`config.mk`:
```
export PLATFORM = sky130hd
export DESIGN_NAME = m_axi_master_ctrl
export DESIGN_NICKNAME = d
export VERILOG_FILES = /design/src/rtl/m_axi_master_ctrl.sv
export SDC_FILE = /design/constraint.sdc
export NUM_CORES = 1
export LEC_CHECK = 0
export ABC_AREA = 1
export ABC_CLOCK_PERIOD_IN_PS = 3800
export CAP_MARGIN = 20
export CORE_UTILIZATION = 25
export CTS_CLUSTER_SIZE = 25
export DETAILED_ROUTE_END_ITERATION = 16
export PLACE_DENSITY_LB_ADDON = 0.05
export SLEW_MARGIN = 20
export SYNTH_ARGS = -nofsm -noshare
export SYNTH_HDL_FRONTEND = slang
export SYNTH_SLANG_ARGS = --single-unit
export TNS_END_PERCENT = 20
```
`constraint.sdc`:
```
create_clock -name clk -period 3.8 [get_ports clk]
set_input_delay 0.76 -clock clk [delete_from_list [all_inputs] [get_ports clk]]
set_output_delay 0.76 -clock clk [all_outputs]
set_load 0.01 [all_outputs]
```
`src/rtl/m_axi_master_ctrl.sv`:
```
// m_axi_master_ctrl: single-outstanding AXI initiator.
// Converts a cmd/rsp request stream into single-beat AXI writes (AW+W->B)
// and reads (AR->R). Only one transaction is in flight at any time.
//
// Optional feature macro: AXI_TIMEOUT_EN
//   defined   : watchdog aborts a stalled transaction after TIMEOUT_CYC cycles
//               and returns rsp_resp=2'b10.
//   undefined : no watchdog; every handshake is waited for indefinitely.
//
// Ports:
//   clk, areset            clock (rising edge), async active-low reset
//   cmd_*                  request stream (valid/ready, write, id, addr, wdata, wstrb)
//   rsp_*                  response stream (valid/ready, write, id, rdata, resp)
//   aw*/w*/b*              AXI write address / data / response channels
//   ar*/r*                 AXI read address / data channels
module m_axi_master_ctrl #(
    parameter int unsigned ADDR_W      = 32,
    parameter int unsigned DATA_W      = 32,
    parameter int unsigned ID_W        = 4,
    parameter int unsigned TIMEOUT_CYC = 256
) (
    input  logic                clk,
    input  logic                areset,
    // request stream
    input  logic                cmd_valid,
    output logic                cmd_ready,
    input  logic                cmd_write,
    input  logic [ID_W-1:0]     cmd_id,
    input  logic [ADDR_W-1:0]   cmd_addr,
    input  logic [DATA_W-1:0]   cmd_wdata,
    input  logic [DATA_W/8-1:0] cmd_wstrb,
    // response stream
    output logic                rsp_valid,
    input  logic                rsp_ready,
    output logic                rsp_write,
    output logic [ID_W-1:0]     rsp_id,
    output logic [DATA_W-1:0]   rsp_rdata,
    output logic [1:0]          rsp_resp,
    // write address channel
    output logic [ID_W-1:0]     awid_o,
    output logic [ADDR_W-1:0]   awaddr_o,
    output logic                awvalid_o,
    input  logic                awready_i,
    // write data channel
    output logic [ID_W-1:0]     wid_o,
    output logic [DATA_W-1:0]   wdata_o,
    output logic [DATA_W/8-1:0] wstrb_o,
    output logic                wlast_o,
    output logic                wvalid_o,
    input  logic                wready_i,
    // write response channel
    input  logic [ID_W-1:0]     bid_i,
    input  logic [1:0]          bresp_i,
    input  logic                bvalid_i,
    output logic                bready_o,
    // read address channel
    output logic [ID_W-1:0]     arid_o,
    output logic [ADDR_W-1:0]   araddr_o,
    output logic                arvalid_o,
    input  logic                arready_i,
    // read data channel
    input  logic [ID_W-1:0]     rid_i,
    input  logic [DATA_W-1:0]   rdata_i,
    input  logic                rlast_i,
    input  logic                rvalid_i,
    output logic                rready_o
);

    localparam int unsigned STRB_W = DATA_W / 8;

    typedef enum logic [2:0] {
        S_IDLE    = 3'd0,
        S_WR_REQ  = 3'd1,
        S_RD_REQ  = 3'd2,
        S_WR_RESP = 3'd3,
        S_RD_DATA = 3'd4,
        S_RSP     = 3'd5
    } state_t;

    state_t state;
    logic   busy;
    logic   tmo_hit;
    logic   aw_fire;
    logic   w_fire;

    // Single-beat bursts only, so rlast is not needed.
    logic unused_rlast;
    assign unused_rlast = rlast_i;

    assign wlast_o = 1'b1;
    assign busy    = (state == S_WR_REQ) || (state == S_RD_REQ) ||
                     (state == S_WR_RESP) || (state == S_RD_DATA);
    assign aw_fire = awvalid_o && awready_i;
    assign w_fire  = wvalid_o && wready_i;

`ifdef AXI_TIMEOUT_EN
    localparam int unsigned CNT_W = $clog2(TIMEOUT_CYC + 1);

    logic [CNT_W-1:0] tmo_cnt;

    assign tmo_hit = busy && (tmo_cnt == CNT_W'(TIMEOUT_CYC));

    // Watchdog: counts every cycle spent waiting on the slave.
    always_ff @(posedge clk or negedge areset) begin
        if (!areset) begin
            tmo_cnt <= '0;
        end else if (busy && !tmo_hit) begin
            tmo_cnt <= tmo_cnt + CNT_W'(1);
        end else begin
            tmo_cnt <= '0;
        end
    end
`else
    logic [31:0] unused_timeout_cyc;
    assign unused_timeout_cyc = 32'(TIMEOUT_CYC);
    assign tmo_hit            = 1'b0;
`endif

    // Transaction FSM with registered AXI and response outputs.
    always_ff @(posedge clk or negedge areset) begin
        if (!areset) begin
            state     <= S_IDLE;
            cmd_ready <= 1'b1;
            rsp_valid <= 1'b0;
            rsp_write <= 1'b0;
            rsp_id    <= '0;
            rsp_rdata <= '0;
            rsp_resp  <= 2'b00;
            awid_o    <= '0;
            awaddr_o  <= '0;
            awvalid_o <= 1'b0;
            wid_o     <= '0;
            wdata_o   <= '0;
            wstrb_o   <= '0;
            wvalid_o  <= 1'b0;
            bready_o  <= 1'b0;
            arid_o    <= '0;
            araddr_o  <= '0;
            arvalid_o <= 1'b0;
            rready_o  <= 1'b0;
        end else if (tmo_hit) begin
            // Abandon the stalled transaction; late B/R beats find no ready.
            awvalid_o <= 1'b0;
            wvalid_o  <= 1'b0;
            arvalid_o <= 1'b0;
            bready_o  <= 1'b0;
            rready_o  <= 1'b0;
            rsp_id    <= rsp_write ? awid_o : arid_o;
            rsp_rdata <= '0;
            rsp_resp  <= 2'b10;
            rsp_valid <= 1'b1;
            state     <= S_RSP;
        end else begin
            case (state)
                S_IDLE: begin
                    if (cmd_valid) begin
                        cmd_ready <= 1'b0;
                        rsp_write <= cmd_write;
                        if (cmd_write) begin
                            awid_o    <= cmd_id;
                            awaddr_o  <= cmd_addr;
                            wid_o     <= cmd_id;
                            wdata_o   <= cmd_wdata;
                            wstrb_o   <= STRB_W'(cmd_wstrb);
                            awvalid_o <= 1'b1;
                            wvalid_o  <= 1'b1;
                            state     <= S_WR_REQ;
                        end else begin
                            arid_o    <= cmd_id;
                            araddr_o  <= cmd_addr;
                            arvalid_o <= 1'b1;
                            state     <= S_RD_REQ;
                        end
                    end
                end
                S_WR_REQ: begin
                    // AW and W complete independently, in either order.
                    if (aw_fire) awvalid_o <= 1'b0;
                    if (w_fire)  wvalid_o  <= 1'b0;
                    if ((aw_fire || !awvalid_o) && (w_fire || !wvalid_o)) begin
                        bready_o <= 1'b1;
                        state    <= S_WR_RESP;
                    end
                end
                S_WR_RESP: begin
                    if (bvalid_i) begin
                        bready_o  <= 1'b0;
                        rsp_id    <= bid_i;
                        rsp_resp  <= bresp_i;
                        rsp_rdata <= '0;
                        rsp_valid <= 1'b1;
                        state     <= S_RSP;
                    end
                end
                S_RD_REQ: begin
                    if (arready_i) begin
                        arvalid_o <= 1'b0;
                        rready_o  <= 1'b1;
                        state     <= S_RD_DATA;
                    end
                end
                S_RD_DATA: begin
                    if (rvalid_i) begin
                        rready_o  <= 1'b0;
                        rsp_id    <= rid_i;
                        rsp_rdata <= rdata_i;
                        rsp_resp  <= 2'b00;
                        rsp_valid <= 1'b1;
                        state     <= S_RSP;
                    end
                end
                S_RSP: begin
                    if (rsp_ready) begin
                        rsp_valid <= 1'b0;
                        cmd_ready <= 1'b1;
                        state     <= S_IDLE;
                    end
                end
                default: begin
                    state <= S_IDLE;
                end
            endcase
        end
    end

endmodule

```
==> impl_metrics.json <==
{
  "slowest_stage": "clkdlybuf4s50_1",
  "slew_violations": 0,
  "stdcell_area_mm2": 0.00990,
  "cts_root_buf": "clkbuf_16",
  "endpoint_kind": "output pin",
  "r2r_slack_ns": 1.62,
  "grt_max_degree": 75,
  "synth_ff_type": "dfrtp_1",
  "nets": 1085,
  "outcome": "completed",
  "syn_area_mm2": 0.00621,
  "maxSlewHeadroom_pct": 44.7,
  "skew_ns": 0.0115,
  "hpwl_um": 12900,
  "hold_viol": 0,
  "rsz0062_at_grt": "false",
  "synth-seq-cells": 157,
  "leakagePower_nw": 4.75,
  "worst_slack_ns": 1.52,
  "async_reset_ff_share_pct": 100,
  "grt_pass1_wl_um": 29400,
  "cp_cell_sequence": "clkdlybuf4s50_1",
  "crit_family": "buffers and inverters",
  "initial_core_util_pct": 25.5,
  "avgViaCountPerCell": 4.06,
  "drtIter0Drc": 284,
  "finalSetupViolations": 0,
  "ant_nets": 0,
  "hold_class": "primary input to async pin",
  "synth_area_leaders": "dfrtp_1 63%, nand2_1 16%, o21ai_0 8.3%, inv_1 4.8%, buf_2 1.1%",
  "clk_latency_ns": 0.42,
  "die_x_um": 160,
  "tightest_slew_ns": 0.830,
  "ir_worst_vdd_mv": 0.271,
  "power_density_mw_per_mm2": 814,
  "dr.pass1.iters": 4,
  "grt-ovfl-total": 0,
  "core_area_mm2": 0.0243,
  "cp.buffers_inverters": 1,
  "min_period_ns": 2.28,
  "multi_input_area_mm2": 0.00176,
  "netlist_instances": 687,
  "crit_start": "cmd_ready",
  "port_buffers": 281,
  "max_freq_mhz": 438,
  "num_vias": 5260,
  "ff_latch_area_mm2": 0.00393,
  "cts-buffers-inserted": 17,
  "worstPathRequired_ns": 3.04,
  "finalWirelength_um": 18500,
  "seq_area_frac_synth_pct": 63.3,
  "max_stage_delay_ns": 0.58,
  "ys_types": 24,
  "yosys.area.top_type": "dfrtp_1",
  "ctsResizeCount": 0,
  "syn_to_final_growth_pct": 59.4,
  "cp.depth": 1,
  "drive_above_1_share_pct": 5.55,
  "antenna_found_initial": 0,
  "die-area_mm2": 0.0255,
  "criticalPathCategory": "register to output pin",
  "place_ws_ns": 1.08,
  "clk_pin_slew_worst_paths_ns": 0.07,
  "grt.total_usage_pct": 14.8,
  "first_global_vias": 5244,
  "p_total_w": 0.00805,
  "yosys_warnings": 0,
  "period_share_pct": 60.1,
  "worstPathMaxFanout": 2,
  "syn_area_per_cell_um2": 9.04,
  "h-tree-depth": 4,
  "drv_cap": 0,
  "diodes": 0,
  "gp_congestion": 0.721,
  "wl_per_cell_um": 14.2,
  "hold_buffers": 0,
  "crit_path_start_kind": "register",
  "synth_edf_count": 0,
  "reg2reg_depth": 6,
  "synth.net_count": 812,
  "num-fill-cells": 2438,
  "tns_ns": 0,
  "cts_tree": "built",
  "core.rowCount": 57,
  "clock_sinks": 157,
  "io_pins": 284,
  "clockBufferDepth": 2,
  "dpl_cell_area_mm2": 0.00930,
  "worstSetupEndpoint": "cmd_ready",
  "yosysTopAreaCellShare_pct": 62.9,
  "die_h_um": 160,
  "drc": 0,
  "reg2reg_from": "state[2]",
  "critical_path_arrival_ns": 1.52,
  "worstReg2RegEnd": "rsp_id[3]",
  "cts_setup_buffers": 0
}
cells in the mapped netlist (2+ instances only):
library cell / number
nor2_1: 7
clkbuf_1: 10
dfrtp_1: 156
nand2_1: 268
inv_1: 79
inv_2: 4
nand3_1: 14
buf_6: 5
o21ai_0: 103
buf_4: 7
o21ai_1: 7
o21ai_2: 2
buf_2: 14
kinds of logic after synthesis:
logic type	Yosys count	share of synthesized area [%]
AOI/OAI and AO/OA	114	9.37
buffers and inverters	119	8.50
DFF	157	63.3
other	1	0.0604
and+or+nand+nor	296	18.8
metrics by stage:
step	std cells	hold WS, ns	util, %
final	1297	0.266	40.7
after CTS	1297	0.273	40.7
after global routing	1297	0.277	40.7
after detailed placement	1265	0.457	38.3
after global placement	1265	0.453	38.3
after floorplan	687	0.464	-
how the worst min path moves through the flow:
stage | to | cells after the start
finish | araddr_o[5] | 1
global route | araddr_o[5] | 1
CTS | araddr_o[5] | 1
detailed placement | wdata_o[25] | 2
global placement | wdata_o[22] | 2
floorplan | araddr_o[0] | 0
layer usage:
metal	part of all wire [%]	up-vias	wire length (um)	GRT usage, %
met3	8.9	9	1640	6.33
met4	0.76	0	141	3.93
li1	-	2659	-	-
met2	44	182	8190	22.4
met5	0	-	0	0
met1	46	2410	8500	19.3
sequential cells by signal (all words and copies together) (netlist names):
register   cells
state          3
rready_o       1
wstrb_o        4
arid_o         4
wdata_o       32
cmd_ready      1
rsp_write      1
rsp_resp       2
awvalid_o      1
wid_o          4
arvalid_o      1
rsp_id         4
rsp_valid      1
bready_o       1
wvalid_o       1
araddr_o      32
rsp_rdata     32
awaddr_o      32
layout by cell type, fill, tap and decap left out, types with 2 or more instances in the layout:
cell               n
buf_4              8
clkbuf_16         17
clkbuf_8           3
clkdlybuf4s50_1  280
clkinv_4           2
clkinvlp_4         4
dfrtp_1          156
inv_1             79
inv_2              4
inv_6              3
inv_8              2
nand2_1          268
nand3_1           13
nor2_1             7
o21ai_0          103
o21ai_1            7
o21ai_2            2
report_power, final:
part / internal [W] / total [W] / switching, W
clock: 0.000972 / 0.00172 / 0.000745
sequential: 0.00246 / 0.00291 / 0.000454
combinational: 0.00183 / 0.00342 / 0.00160
total: 0.00526 / 0.00805 / 0.00279
area by class of cell:
cell class | count | share of cell area (%)
inverters | 83 | 3.15
multi-input cells | 411 | 17.8
clock inverters | 12 | 1.28
clock buffers | 20 | 4.72
flip-flops and latches | 157 | 39.7
repair buffers | 290 | 29.2
well taps | 324 | 4.10
(Power assumes the default switching activity.)
